File: src/rtl/snoop_cache_ctrl.sv
// Two-line direct-mapped MSI cache controller on the snooping bus.
// It turns CPU requests into bus messages and answers snooped readMiss and invalidate messages.
//
// state | meaning
// IDLE  | accept a snoop (has priority) or a CPU request
// WB    | write the dirty victim back, then fetch
// MISS  | drive readMiss for the latched address
// FILL  | capture the memory response into the line
// INV   | broadcast invalidate, line becomes M
// DONE  | completion pulse to the CPU
// SNWB  | supply a modified line to a snooping reader
module snoop_cache_ctrl (
  input  logic       clock,
  input  logic       reset_n,
  input  logic       cpu_req,
  input  logic       cpu_we,
  input  logic [2:0] cpu_addr,
  input  logic [3:0] cpu_wdata,
  output logic       cpu_ready,
  output logic [3:0] cpu_rdata,
  output logic [8:0] busOut,
  output logic       bus_valid,
  input  logic [8:0] memOut,
  input  logic [8:0] snoop_in,
  input  logic       snoop_valid,
  output logic       snoop_ready
);

  typedef enum logic [2:0] {
    S_IDLE, S_WB, S_MISS, S_FILL, S_INV, S_DONE, S_SNWB
  } state_t;

  localparam logic [1:0] ST_I     = 2'd0;
  localparam logic [1:0] ST_S     = 2'd1;
  localparam logic [1:0] ST_M     = 2'd2;
  localparam logic [1:0] MSG_RM   = 2'd0;
  localparam logic [1:0] MSG_WB   = 2'd1;
  localparam logic [1:0] MSG_INV  = 2'd2;
  localparam logic [8:0] BUS_IDLE = 9'h180;

  state_t r_state, w_next;

  logic [2:0] r_tag  [2];
  logic [3:0] r_data [2];
  logic [1:0] r_st   [2];

  logic       r_we;
  logic [2:0] r_addr;
  logic [3:0] r_wdata;
  logic       r_sidx;

  logic [8:0] r_bus;
  logic       r_bus_valid;
  logic       r_ready;
  logic [3:0] r_rdata;

  logic       w_cidx, w_chit;
  logic       w_sidx, w_shit;
  logic [2:0] w_stag;
  logic       w_line_idx;
  logic [2:0] w_cur_tag;
  logic [3:0] w_cur_data;
  logic [1:0] w_cur_st;

  logic       w_line_we;
  logic [2:0] w_line_tag;
  logic [3:0] w_line_data;
  logic [1:0] w_line_st;
  logic [8:0] w_msg;
  logic       w_msg_vld;
  logic       w_accept;
  logic       w_snoop_take;
  logic       w_done;
  logic       w_unused;

  assign w_unused = ^{memOut[8:4], snoop_in[3:0]};

  assign w_cidx = cpu_addr[0];
  assign w_chit = (r_st[w_cidx] != ST_I) && (r_tag[w_cidx] == cpu_addr);
  assign w_stag = snoop_in[6:4];
  assign w_sidx = w_stag[0];
  assign w_shit = (r_st[w_sidx] != ST_I) && (r_tag[w_sidx] == w_stag);

  // Only one line is touched per cycle; pick it from the current activity.
  always_comb begin
    w_line_idx = r_addr[0];
    if (r_state == S_IDLE)
      w_line_idx = snoop_valid ? w_sidx : w_cidx;
    else if (r_state == S_SNWB)
      w_line_idx = r_sidx;
  end

  assign w_cur_tag  = r_tag[w_line_idx];
  assign w_cur_data = r_data[w_line_idx];
  assign w_cur_st   = r_st[w_line_idx];

  always_ff @(posedge clock) begin
    if (!reset_n) r_state <= S_IDLE;
    else          r_state <= w_next;
  end

  always_comb begin
    w_next       = r_state;
    w_line_we    = 1'b0;
    w_line_tag   = w_cur_tag;
    w_line_data  = w_cur_data;
    w_line_st    = w_cur_st;
    w_msg        = BUS_IDLE;
    w_msg_vld    = 1'b0;
    w_accept     = 1'b0;
    w_snoop_take = 1'b0;
    w_done       = 1'b0;
    case (r_state)
      S_IDLE: begin
        if (snoop_valid) begin
          w_snoop_take = 1'b1;
          if (w_shit) begin
            case (snoop_in[8:7])
              MSG_RM: if (w_cur_st == ST_M) w_next = S_SNWB;
              MSG_INV: begin
                w_line_we = 1'b1;
                w_line_st = ST_I;
              end
              default: ;
            endcase
          end
        end else if (cpu_req) begin
          w_accept = 1'b1;
          if (w_chit && !cpu_we) begin
            w_next = S_DONE;
          end else if (w_chit && (w_cur_st == ST_M)) begin
            w_line_we   = 1'b1;
            w_line_data = cpu_wdata;
            w_next      = S_DONE;
          end else if (w_chit) begin
            w_next = S_INV;
          end else if (w_cur_st == ST_M) begin
            w_next = S_WB;
          end else begin
            w_next = S_MISS;
          end
        end
      end
      S_SNWB: begin
        w_msg     = {MSG_WB, w_cur_tag, w_cur_data};
        w_msg_vld = 1'b1;
        w_line_we = 1'b1;
        w_line_st = ST_S;
        w_next    = S_IDLE;
      end
      S_WB: begin
        w_msg     = {MSG_WB, w_cur_tag, w_cur_data};
        w_msg_vld = 1'b1;
        w_line_we = 1'b1;
        w_line_st = ST_I;
        w_next    = S_MISS;
      end
      S_MISS: begin
        w_msg     = {MSG_RM, r_addr, 4'h0};
        w_msg_vld = 1'b1;
        w_next    = S_FILL;
      end
      S_FILL: begin
        w_line_we   = 1'b1;
        w_line_tag  = r_addr;
        w_line_data = r_we ? r_wdata : memOut[3:0];
        w_line_st   = r_we ? ST_M : ST_S;
        w_next      = r_we ? S_INV : S_DONE;
      end
      S_INV: begin
        // Idempotent after a write fill; this is where a write hit on S lands its data.
        w_msg       = {MSG_INV, r_addr, 4'h0};
        w_msg_vld   = 1'b1;
        w_line_we   = 1'b1;
        w_line_tag  = r_addr;
        w_line_data = r_wdata;
        w_line_st   = ST_M;
        w_next      = S_DONE;
      end
      S_DONE: begin
        w_done = 1'b1;
        w_next = S_IDLE;
      end
      default: w_next = S_IDLE;
    endcase
  end

  always_ff @(posedge clock) begin
    if (!reset_n) begin
      for (int i = 0; i < 2; i++) begin
        r_tag[i]  <= 3'd0;
        r_data[i] <= 4'd0;
        r_st[i]   <= ST_I;
      end
      r_we        <= 1'b0;
      r_addr      <= 3'd0;
      r_wdata     <= 4'd0;
      r_sidx      <= 1'b0;
      r_bus       <= BUS_IDLE;
      r_bus_valid <= 1'b0;
      r_ready     <= 1'b0;
      r_rdata     <= 4'd0;
    end else begin
      if (w_line_we) begin
        r_tag[w_line_idx]  <= w_line_tag;
        r_data[w_line_idx] <= w_line_data;
        r_st[w_line_idx]   <= w_line_st;
      end
      if (w_accept) begin
        r_we    <= cpu_we;
        r_addr  <= cpu_addr;
        r_wdata <= cpu_wdata;
      end
      if (w_snoop_take) r_sidx <= w_sidx;
      r_bus       <= w_msg;
      r_bus_valid <= w_msg_vld;
      r_ready     <= w_done;
      if (w_done) r_rdata <= w_cur_data;
    end
  end

  assign busOut      = r_bus;
  assign bus_valid   = r_bus_valid;
  assign cpu_ready   = r_ready;
  assign cpu_rdata   = r_rdata;
  assign snoop_ready = (r_state == S_IDLE);

endmodule

File: config.mk
export PLATFORM = sky130hd
export DESIGN_NAME = snoop_cache_ctrl
export DESIGN_NICKNAME = d
export VERILOG_FILES = /design/src/rtl/snoop_cache_ctrl.sv
export SDC_FILE = /design/constraint.sdc
export NUM_CORES = 1
export LEC_CHECK = 0
export BUFFER_PORTS_ARGS = -buffer_cell sky130_fd_sc_hd__buf_2
export CORE_MARGIN = 2
export CORE_UTILIZATION = 56
export CTS_CLUSTER_SIZE = 14
export DETAILED_ROUTE_END_ITERATION = 10
export PLACE_DENSITY = 0.9
export SLEW_MARGIN = 20
export SYNTH_ARGS = -nofsm -noshare
export SYNTH_HDL_FRONTEND = slang
export SYNTH_SLANG_ARGS = --single-unit
File: constraint.sdc
create_clock -name clock -period 3.5 [get_ports clock]
set_clock_uncertainty 0.1 [all_clocks]
set_input_delay 0.525 -clock clock [delete_from_list [all_inputs] [get_ports clock]]
set_output_delay 0.525 -clock clock [all_outputs]
set_load 0.02 [all_outputs]
==> impl_metrics.json, run 1 <==
{
  "finalHoldViolCount": 0,
  "yosysWarnings": 0,
  "drt-total-wl_mm": 6.08,
  "synthCells": 271,
  "p_comb_share_pct": 32.5,
  "rrSetupSlack_ps": 620,
  "syn_avg_cell_area_um2": 9.52,
  "internal_power_mw": 0.883,
  "syn_nets": 301,
  "r2r_end": "r_st[0][1]$_SDFFCE_PN0P_",
  "r2r-start": "r_state[2]$_SDFFE_PN0P_",
  "cp.required_ps": 3340,
  "via_per_inst": 6.21,
  "postCtsHoldBufs": 0,
  "ir_drop_mv": 0.271,
  "start_util_pct": 58.9,
  "period_minus_slack_ps": 2880,
  "nNetsFinal": 336,
  "startpoint_type": "flop",
  "rows": 24,
  "finalCritPeriodShare_pct": 82.2,
  "drive_above_1_share_pct": 21.8,
  "antenna_found_initial": 0,
  "area_delta_synth_final_pct": 12.1,
  "cp_max_fo": 12,
  "setup_viol": 0,
  "max_freq_mhz": 347,
  "cts_resized": 0,
  "pin_count": 46,
  "portBuffers": 36,
  "synth_area_mm2": 0.00258,
  "wire_per_inst_um": 16.9,
  "end_kind": "flop",
  "placed_area_mm2": 0.00281,
  "hp-class": "in2reg",
  "num_vias": 2228,
  "slew_headroom_pct": 39.8,
  "die_x_um": 71.9,
  "drc_errors": 0,
  "hpwl_mm": 4.50,
  "grt_max_degree": 26,
  "powerDensity_mw_per_mm2": 470,
  "holdWs_ps": 395,
  "synth-seq-cells": 45,
  "final_util_pct": 66.0,
  "clk_pin_slew_ps": 80,
  "netlist-cell-type-count": 55,
  "globalRouteTotalUtil_pct": 24.5,
  "critical_path_class": "reg2reg",
  "clock_latency_ps": 300,
  "ys_seq_area_share_pct": 41.9,
  "worst_slack_ps": 622,
  "slew_violations": 0,
  "switching_share_pct": 35.1,
  "core_area_mm2": 0.00438,
  "hold_path_depth": 3,
  "place_worst_setup_slack_ps": 605,
  "cap_violations": 0,
  "yosys_most_used_dff": "dfxtp_1",
  "first_pass_iters": 7,
  "fillers": 356,
  "overflow": 0,
  "min_from": "cpu_wdata[1]",
  "worst_ep_arrival_time_ps": 2720,
  "first_iter_violations": 160,
  "post-route-cell-area_mm2": 0.00289,
  "worstHoldEndpoint": "r_wdata[1]$_SDFFE_PN0P_",
  "h-tree-depth": 2,
  "grt_pass1_vias": 1961,
  "ctsLongestPathBuffers": 2,
  "synth-edff-count": 18,
  "place_congestion": 0.925,
  "cts_tree": "built",
  "clockRootBuffer": "clkbuf_8",
  "pwr-share-clk_pct": 23.0,
  "cts_setup_buffers": 0,
  "leakage_nw": 1.21,
  "numCtsBuffers": 5,
  "tightest_slew_ps": 901,
  "finalSetupTns_ps": 0,
  "cts_sinks": 45,
  "grt_setup_unrepaired": "no",
  "status": "complete, no violations",
  "p_sw_mw": 0.478,
  "async_flop_share_pct": 0,
  "antennaDiodeCount": 0,
  "ff2ff_path_depth": 7,
  "grt_pass1_wl_mm": 9.63,
  "drtAntennaViolNets": 0,
  "die_y_um": 71.9,
  "sequentialPowerShare_pct": 44.6,
  "fp.dieArea_mm2": 0.00517
}
placed cells by master (no fill, tap or decap), types with 7 or more instances in the layout:
master and n:
buf_2 36, nand2_1 30, dfxtp_1 27, nor2_1 22
a21oi_1 20, mux2i_1 19, edfxtp_1 18, o21ai_0 12
and2_1 11, a21boi_0 10, nand3_1 9, buf_4 7
Yosys cell counts, types with 2 or more instances:
cell,number,share of area [%]
a21o_1,3,0.87
xor2_1,2,0.68
o31ai_1,3,0.87
a21boi_0,10,2.9
edfxtp_1,18,21
xnor2_1,3,1.0
nor3b_1,3,0.87
o2111ai_4,2,2.0
o221ai_1,3,1.0
nand4_1,4,0.97
or2_2,2,0.48
and2_1,11,2.7
o22a_1,3,1.0
o21a_1,6,1.7
o21bai_1,2,0.58
nand3_1,9,1.7
buf_2,3,0.58
clkbuf_1,8,1.2
nand2_1,30,4.4
nor2_1,22,3.2
dfxtp_1,27,21
o21ai_0,12,2.3
nor2b_1,5,1.2
a211oi_1,2,0.58
nand2b_1,2,0.48
o211a_1,4,1.6
inv_1,4,0.58
buf_1,3,0.44
mux2i_1,19,7.4
a21oi_1,20,3.9
o21ba_2,2,0.78
flip-flops by register name (all words and copies together) (netlist names):
signal	flops
r_data	8
bus_valid	1
r_wdata	4
r_we	1
r_sidx	1
cpu_ready	1
r_state	3
r_st	4
r_addr	3
cpu_rdata	4
busOut	9
r_tag	6
stage by stage:
step           power [mW]  instances
6_report             1.36        359
5_1_grt              1.42        359
4_1_cts              1.36        359
3_5_place_dp         1.05        351
3_3_place_gp         1.04        351
2_1_floorplan       0.948        271
critical path, stage by stage, from the launching register on:
cell,delay [ps]
dfxtp_1,360
buf_4,180
nor3b_1,300
o21ai_1,230
a311oi_4,490
o2111a_2,300
o2111ai_4,140
nand2_1,420
worst max path at each step:
stage	slack [ps]	start	end	cells past startpoint
2_1_floorplan	900	snoop_valid	r_data[0][0]$_SDFFCE_PN0P_	7
5_1_grt	490	r_state[2]$_SDFFE_PN0P_	r_data[0][3]$_SDFFCE_PN0P_	7
3_5_place_dp	600	snoop_valid	r_data[0][2]$_SDFFCE_PN0P_	7
6_report	620	r_state[2]$_SDFFE_PN0P_	r_st[0][1]$_SDFFCE_PN0P_	7
4_1_cts	650	r_state[2]$_SDFFE_PN0P_	r_st[0][0]$_SDFFCE_PN0P_	7
3_3_place_gp	630	snoop_valid	r_data[0][2]$_SDFFCE_PN0P_	7
per-layer routing:
layer | vias up | track usage, % | part of all wire, %
met5 | - | 0 | 0
met4 | 0 | 7.55 | 1.5
met3 | 10 | 4.44 | 8.1
met2 | 108 | 40.4 | 47
met1 | 1048 | 33.1 | 43
li1 | 1062 | - | -
kinds of logic (layout without fill, tap and decap cells):
kind of cell | after synthesis | in the layout | share of synthesized area, %
AO/OA/AOI/OAI | 82 | 82 | 24.3
XOR/XNOR | 5 | 5 | 1.70
buffers and inverters | 20 | 56 | 3.83
flip-flops | 45 | 45 | 41.9
multiplexers | 21 | 21 | 8.39
AND/OR/NAND/NOR | 98 | 98 | 19.9
power by group through the flow:
| stage | Clock, mW | Combinational [mW] | Sequential [mW] |
|---|---|---|---|
| final | 0.312 | 0.442 | 0.607 |
| after global placement | 0 | 0.420 | 0.616 |
| after CTS | 0.315 | 0.436 | 0.605 |
| after global routing | 0.334 | 0.475 | 0.610 |
| after detailed placement | 0 | 0.433 | 0.617 |
| after floorplan | 0 | 0.328 | 0.619 |
layout make-up:
class                      instances  area, um^2  area share [%]
sequential                        45        1080            37.4
clock buffer                       6        72.6            2.51
timing repair buffer              43         233            8.04
clock inverter                     2        10.0           0.346
inverter                           5        31.3            1.08
tap                               52        65.1            2.25
multi-input combinational        206        1400            48.4
Note: power is estimated with default switching activity, not from simulation.
==> run 2: changes to the inputs <==
==> constraint.sdc (replaced) <==
create_clock -name clock -period 2.9 [get_ports clock]
set_clock_uncertainty 0.1 [all_clocks]
set_input_delay 0.435 -clock clock [delete_from_list [all_inputs] [get_ports clock]]
set_output_delay 0.435 -clock clock [all_outputs]
set_load 0.02 [all_outputs]
==> impl_metrics.json, run 2 (synthesis results as in run 1) <==
{
  "num_vias": 2336,
  "period_minus_slack_ps": 2570,
  "fp.dieArea_mm2": 0.00517,
  "ir_drop_mv": 0.346,
  "leakage_nw": 1.27,
  "cp.required_ps": 2830,
  "finalSetupTns_ps": 0,
  "hp-class": "in2reg",
  "slew_headroom_pct": 37.0,
  "globalRouteTotalUtil_pct": 27.0,
  "grt_setup_unrepaired": "no",
  "clk_pin_slew_ps": 90,
  "max_freq_mhz": 389,
  "cp_max_fo": 9,
  "tightest_slew_ps": 944,
  "r2r-start": "r_state[2]$_SDFFE_PN0P_",
  "core_area_mm2": 0.00438,
  "nNetsFinal": 347,
  "ctsLongestPathBuffers": 2,
  "wire_per_inst_um": 18.0,
  "r2r_end": "r_tag[0][0]$_SDFFCE_PN0P_",
  "clockRootBuffer": "clkbuf_8",
  "worstHoldEndpoint": "r_wdata[2]$_SDFFE_PN0P_",
  "die_y_um": 71.9,
  "numCtsBuffers": 5,
  "drt-total-wl_mm": 6.65,
  "ff2ff_path_depth": 8,
  "status": "complete, no violations",
  "antennaDiodeCount": 0,
  "cts_setup_buffers": 0,
  "grt_pass1_wl_mm": 10.7,
  "slowest_delay_ps": 470,
  "hold_path_depth": 3,
  "cts_sinks": 45,
  "first_pass_iters": 5,
  "finalHoldViolCount": 0,
  "slew_violations": 0,
  "worst_ep_arrival_time_ps": 2500,
  "clock_latency_ps": 310,
  "die_x_um": 71.9,
  "cp_slowest_cell": "dfxtp_1",
  "via_per_inst": 6.31,
  "drtAntennaViolNets": 0,
  "finalNonFillerCells": 370,
  "overflow": 0,
  "drive_above_1_share_pct": 24.8,
  "setup_viol": 0,
  "portBuffers": 36,
  "startpoint_type": "flop",
  "grt_max_degree": 26,
  "layout.cells.most_common_list": "buf_2 (36), nand2_1 (30), dfxtp_1 (27), nor2_1 (22), a21oi_1 (20)",
  "first_iter_violations": 245,
  "area_delta_synth_final_pct": 16.6,
  "place_congestion": 0.916,
  "path_cells": "nor3b_1 > o21ai_1 > buf_4 > a311oi_4 > o2111a_2 > o2111ai_4 > nand2_1 > buf_4",
  "cts_tree": "built",
  "antenna_found_initial": 0,
  "critical_path_class": "reg2reg",
  "start_util_pct": 58.9,
  "cap_violations": 0,
  "postCtsHoldBufs": 0,
  "end_kind": "flop",
  "rrSetupSlack_ps": 330,
  "min_from": "cpu_wdata[2]",
  "powerDensity_mw_per_mm2": 598,
  "cpMostUsedCell": "buf_4",
  "drc_errors": 0,
  "h-tree-depth": 2,
  "place_inst": 362,
  "hpwl_mm": 4.94,
  "pin_count": 46,
  "fillers": 324,
  "rows": 24,
  "grt_pass1_vias": 2224,
  "largest_register_ffs": 9,
  "final_util_pct": 68.6,
  "cts_resized": 0,
  "finalCritPeriodShare_pct": 88.6,
  "final_common_cell": "buf_2"
}
run 2: changes by cell type in the layout (fill, tap and decap cells not counted), sizes merged:
cell / delta
bufinv: +1
buf: +11
clkinv: -1
clkbuf: -1
clkinvlp: +1
run 2: routing by layer:
layer | GRT usage, % | vias to the layer above | part of all wire, % | wire, um
met5 | 0 | - | 0 | 0
met3 | 5.28 | 32 | 12 | 770
met1 | 34.0 | 1070 | 37 | 2470
met2 | 45.2 | 157 | 48 | 3170
met4 | 11.9 | 0 | 3.7 | 245
li1 | - | 1077 | - | -
run 2: where the power goes:
group	total [mW]	internal (mW)	switching, mW	leakage (nW)
Combinational	0.579	0.228	0.351	0.810
Sequential	0.736	0.701	0.0342	0.406
Clock	0.484	0.258	0.226	0.0543
run 2: metrics by stage:
stage	hold slack (ps)	worst slack, ps	area, um^2	power (mW)
5_1_grt	294	184	3010	1.87
4_1_cts	276	347	3010	1.79
3_5_place_dp	387	326	2890	1.31
6_report	282	332	3010	1.80
2_1_floorplan	356	388	2580	1.14
3_3_place_gp	381	334	2890	1.29
run 2: area by class of cell:
| type | count | area [um^2] | area share, % |
|---|---|---|---|
| Multi-Input combinational cell | 206 | 1400 | 46.6 |
| Sequential cell | 45 | 1080 | 35.9 |
| Timing Repair Buffer | 54 | 315 | 10.5 |
| Clock buffer | 5 | 68.8 | 2.29 |
| Tap cell | 52 | 65.1 | 2.16 |
| Clock inverter | 3 | 46.3 | 1.54 |
| Inverter | 5 | 31.3 | 1.04 |
run 2: critical path: cells and delay by family (launching register included):
kind / cells / cell delay [ps]
AOI/OAI and AO/OA: 4 / 940
DFF: 1 / 470
and+or+nand+nor: 2 / 450
buffers and inverters: 2 / 330
run 2: worst max path at each step:
stage | slack, ps | cells after the start | from | endpoint
4_1_cts | 350 | 8 | r_state[0]$_SDFFE_PN0P_ | r_st[0][0]$_SDFFCE_PN0P_
3_5_place_dp | 330 | 8 | snoop_in[4] | r_tag[0][0]$_SDFFCE_PN0P_
2_1_floorplan | 390 | 7 | snoop_valid | r_data[0][0]$_SDFFCE_PN0P_
5_1_grt | 180 | 8 | r_state[2]$_SDFFE_PN0P_ | r_st[0][0]$_SDFFCE_PN0P_
3_3_place_gp | 330 | 8 | snoop_in[4] | r_st[1][1]$_SDFFCE_PN0P_
6_report | 330 | 8 | r_state[2]$_SDFFE_PN0P_ | r_tag[0][0]$_SDFFCE_PN0P_
==> run 3: changes to the inputs <==
--- a/config.mk
+++ b/config.mk
@@ -5,12 +5,14 @@
 export SDC_FILE = /design/constraint.sdc
 export NUM_CORES = 1
 export LEC_CHECK = 0
+export ABC_AREA = 1
 export BUFFER_PORTS_ARGS = -buffer_cell sky130_fd_sc_hd__buf_2
 export CORE_MARGIN = 2
-export CORE_UTILIZATION = 56
+export CORE_UTILIZATION = 55
 export CTS_CLUSTER_SIZE = 14
 export DETAILED_ROUTE_END_ITERATION = 10
-export PLACE_DENSITY = 0.9
+export PLACE_DENSITY = 0.89
+export SETUP_SLACK_MARGIN = 0.2
 export SLEW_MARGIN = 20
 export SYNTH_ARGS = -nofsm -noshare
 export SYNTH_HDL_FRONTEND = slang
==> impl_metrics.json, run 3 <==
{
  "drtAntennaViolNets": 0,
  "synth-edff-count": 18,
  "grt_setup_unrepaired": "no",
  "nNetsFinal": 380,
  "area_delta_synth_final_pct": 14.1,
  "yosysWarnings": 0,
  "largest_register_ffs": 9,
  "via_per_inst": 5.43,
  "first_pass_iters": 5,
  "worst_ep_arrival_time_ps": 2360,
  "cp.required_ps": 2800,
  "grt_max_degree": 18,
  "clockRootBuffer": "clkbuf_8",
  "syn_avg_cell_area_um2": 7.68,
  "die_x_um": 69.7,
  "max_freq_mhz": 406,
  "async_flop_share_pct": 0,
  "hp-class": "in2reg",
  "drive_above_1_share_pct": 21.4,
  "hpwl_mm": 4.06,
  "h-tree-depth": 2,
  "finalCritPeriodShare_pct": 85.0,
  "cts_sinks": 45,
  "first_iter_violations": 176,
  "die_y_um": 69.7,
  "path_cells": "nor2_2 > nand2_4 > inv_2 > nand2_4 > nand2_4 > nand2_2 > nand2_4 > nand3_4 > nand3_4 > nand4_4 > nand2_4",
  "core_area_mm2": 0.00409,
  "fillers": 348,
  "antennaDiodeCount": 0,
  "cp_max_fo": 17,
  "antenna_found_initial": 0,
  "tightest_slew_ps": 535,
  "slew_headroom_pct": 64.0,
  "synth_common_cells": "nand2_1 (75), nor2_1 (42), inv_1 (35), dfxtp_1 (27), o21ai_0 (27)",
  "drt-total-wl_mm": 5.54,
  "yosysMostFrequentCell": "nand2_1",
  "synth_area_mm2": 0.00237,
  "start_util_pct": 58.1,
  "numCtsBuffers": 5,
  "cts_tree": "built",
  "place_congestion": 0.900,
  "portBuffers": 36,
  "fp.dieArea_mm2": 0.00485,
  "finalHoldViolCount": 0,
  "end_kind": "flop",
  "cp_slowest_cell": "dfxtp_1",
  "final_common_cell": "nand2_1",
  "finalSetupTns_ps": 0,
  "path_depth": 11,
  "cap_violations": 0,
  "wire_per_inst_um": 13.8,
  "ff2ff_path_depth": 11,
  "ctsLongestPathBuffers": 2,
  "hold_path_depth": 3,
  "powerDensity_mw_per_mm2": 613,
  "ys_seq_area_share_pct": 45.6,
  "synth_area_leaders": "dfxtp_1 (23%), edfxtp_1 (23%), nand2_1 (12%)",
  "clk_pin_slew_ps": 90,
  "slew_violations": 0,
  "crit_family": "simple AND/OR/NAND/NOR gates",
  "synthCells": 309,
  "synth_top_cell_by_area": "dfxtp_1",
  "clock_latency_ps": 300,
  "pin_count": 46,
  "netlist-cell-type-count": 30,
  "period_minus_slack_ps": 2460,
  "slowest_delay_ps": 390,
  "grt_pass1_wl_mm": 9.09,
  "rows": 23,
  "startpoint_type": "flop",
  "synth-seq-cells": 45,
  "leakage_nw": 1.28,
  "ir_drop_mv": 0.425,
  "cpMostUsedCell": "nand2_4",
  "status": "complete, no violations",
  "critical_path_class": "reg2reg",
  "yosysTopAreaCellShare_pct": 22.8,
  "syn_nets": 339,
  "overflow": 0,
  "place_worst_setup_slack_ps": 292,
  "num_vias": 2177,
  "drc_errors": 0,
  "layout.cells.most_common_list": "nand2_1 (73), nor2_1 (42), buf_2 (36), inv_1 (35)",
  "grt_pass1_vias": 2099,
  "worst-path-buf-inv": 1,
  "yosys_most_used_dff": "dfxtp_1",
  "globalRouteTotalUtil_pct": 23.7,
  "worst_slack_ps": 436,
  "setup_viol": 0
}
==> run 3: cell types whose count changed after synthesis, sizes merged, moves of 5 or more <==
cell	delta
and2	-12
nor2	+23
clkbuf	-5
inv	+35
o21a	-6
a21boi	-10
nor2b	-5
a21oi	-6
buf	-5
nand2	+52
mux2i	-19
o21ai	+22
nand3	+12
==> run 3: cells by family (layout without fill, tap and decap cells) <==
| family | count (synthesis) | count (layout) | share of synthesized area, % |
|---|---|---|---|
| xor gates and xnor gates | 1 | 1 | 0.369 |
| buffers and inverters | 46 | 88 | 7.49 |
| DFF | 45 | 45 | 45.6 |
| and+or+nand+nor | 162 | 162 | 33.5 |
| AOI/OAI and AO/OA | 55 | 55 | 13.1 |
==> run 3: final timing paths <==
kind / start / end / slack, ps
setup / recovery: r_state[1]$_SDFFE_PN0P_ / r_data[1][3]$_SDFFCE_PN0P_ / 440
setup reg to reg: r_state[1]$_SDFFE_PN0P_ / r_data[1][3]$_SDFFCE_PN0P_ / 440
hold / removal: cpu_wdata[3] / r_wdata[3]$_SDFFE_PN0P_ / 300
hold reg to reg: r_sidx$_SDFFE_PN0P_ / r_sidx$_SDFFE_PN0P_ / 410
==> run 3: final cells by class <==
type,instances,area (um^2),share of cell area [%]
repair buffers,39,203,7.49
clock inverters,2,10.0,0.370
inverters,41,154,5.69
well taps,50,62.6,2.31
clock buffers,6,72.6,2.68
multi-input cells,218,1120,41.5
flip-flops and latches,45,1080,39.9
==> run 3: power breakdown <==
part / internal [mW] / total [mW] / switching (mW)
clock network: 0.167 / 0.370 / 0.203
registers: 0.708 / 0.740 / 0.0318
logic: 0.168 / 0.548 / 0.380
==> run 3: routing by layer <==
layer | part of all wire (%) | GRT usage [%] | up-vias | wire [um]
met1 | 43 | 28.9 | 974 | 2370
met5 | 0 | 0 | - | 0
met3 | 8.1 | 4.80 | 11 | 446
met2 | 47 | 40.3 | 99 | 2610
met4 | 2.2 | 10.7 | 0 | 120
li1 | - | - | 1093 | -
==> run 3: metrics by stage <==
step | instance area [um^2] | util, % | std cells | hold WS (ps) | total power [mW]
after floorplan | 2370 | - | 309 | 350 | 1.16
after global placement | 2610 | 64.0 | 393 | 374 | 1.28
after detailed placement | 2610 | 64.0 | 393 | 376 | 1.29
after CTS | 2700 | 66.0 | 401 | 290 | 1.66
after global routing | 2710 | 66.2 | 401 | 313 | 1.76
final | 2710 | 66.2 | 401 | 299 | 1.66
==> run 3: repair_timing <==
| action | in CTS | in global routing |
|---|---|---|
| hold buffers | 0 | 0 |
| setup endpoints to repair | 0 | 18 |
| resized for setup | 0 | 3 |
| buffers inserted | 0 | 0 |
==> run 3: worst reg2reg max path, delay by kind of cell (launching register included) <==
kind                   cells  cell delay, ps
DFF                        1             390
and+or+nand+nor           10            1450
buffers and inverters      1             230
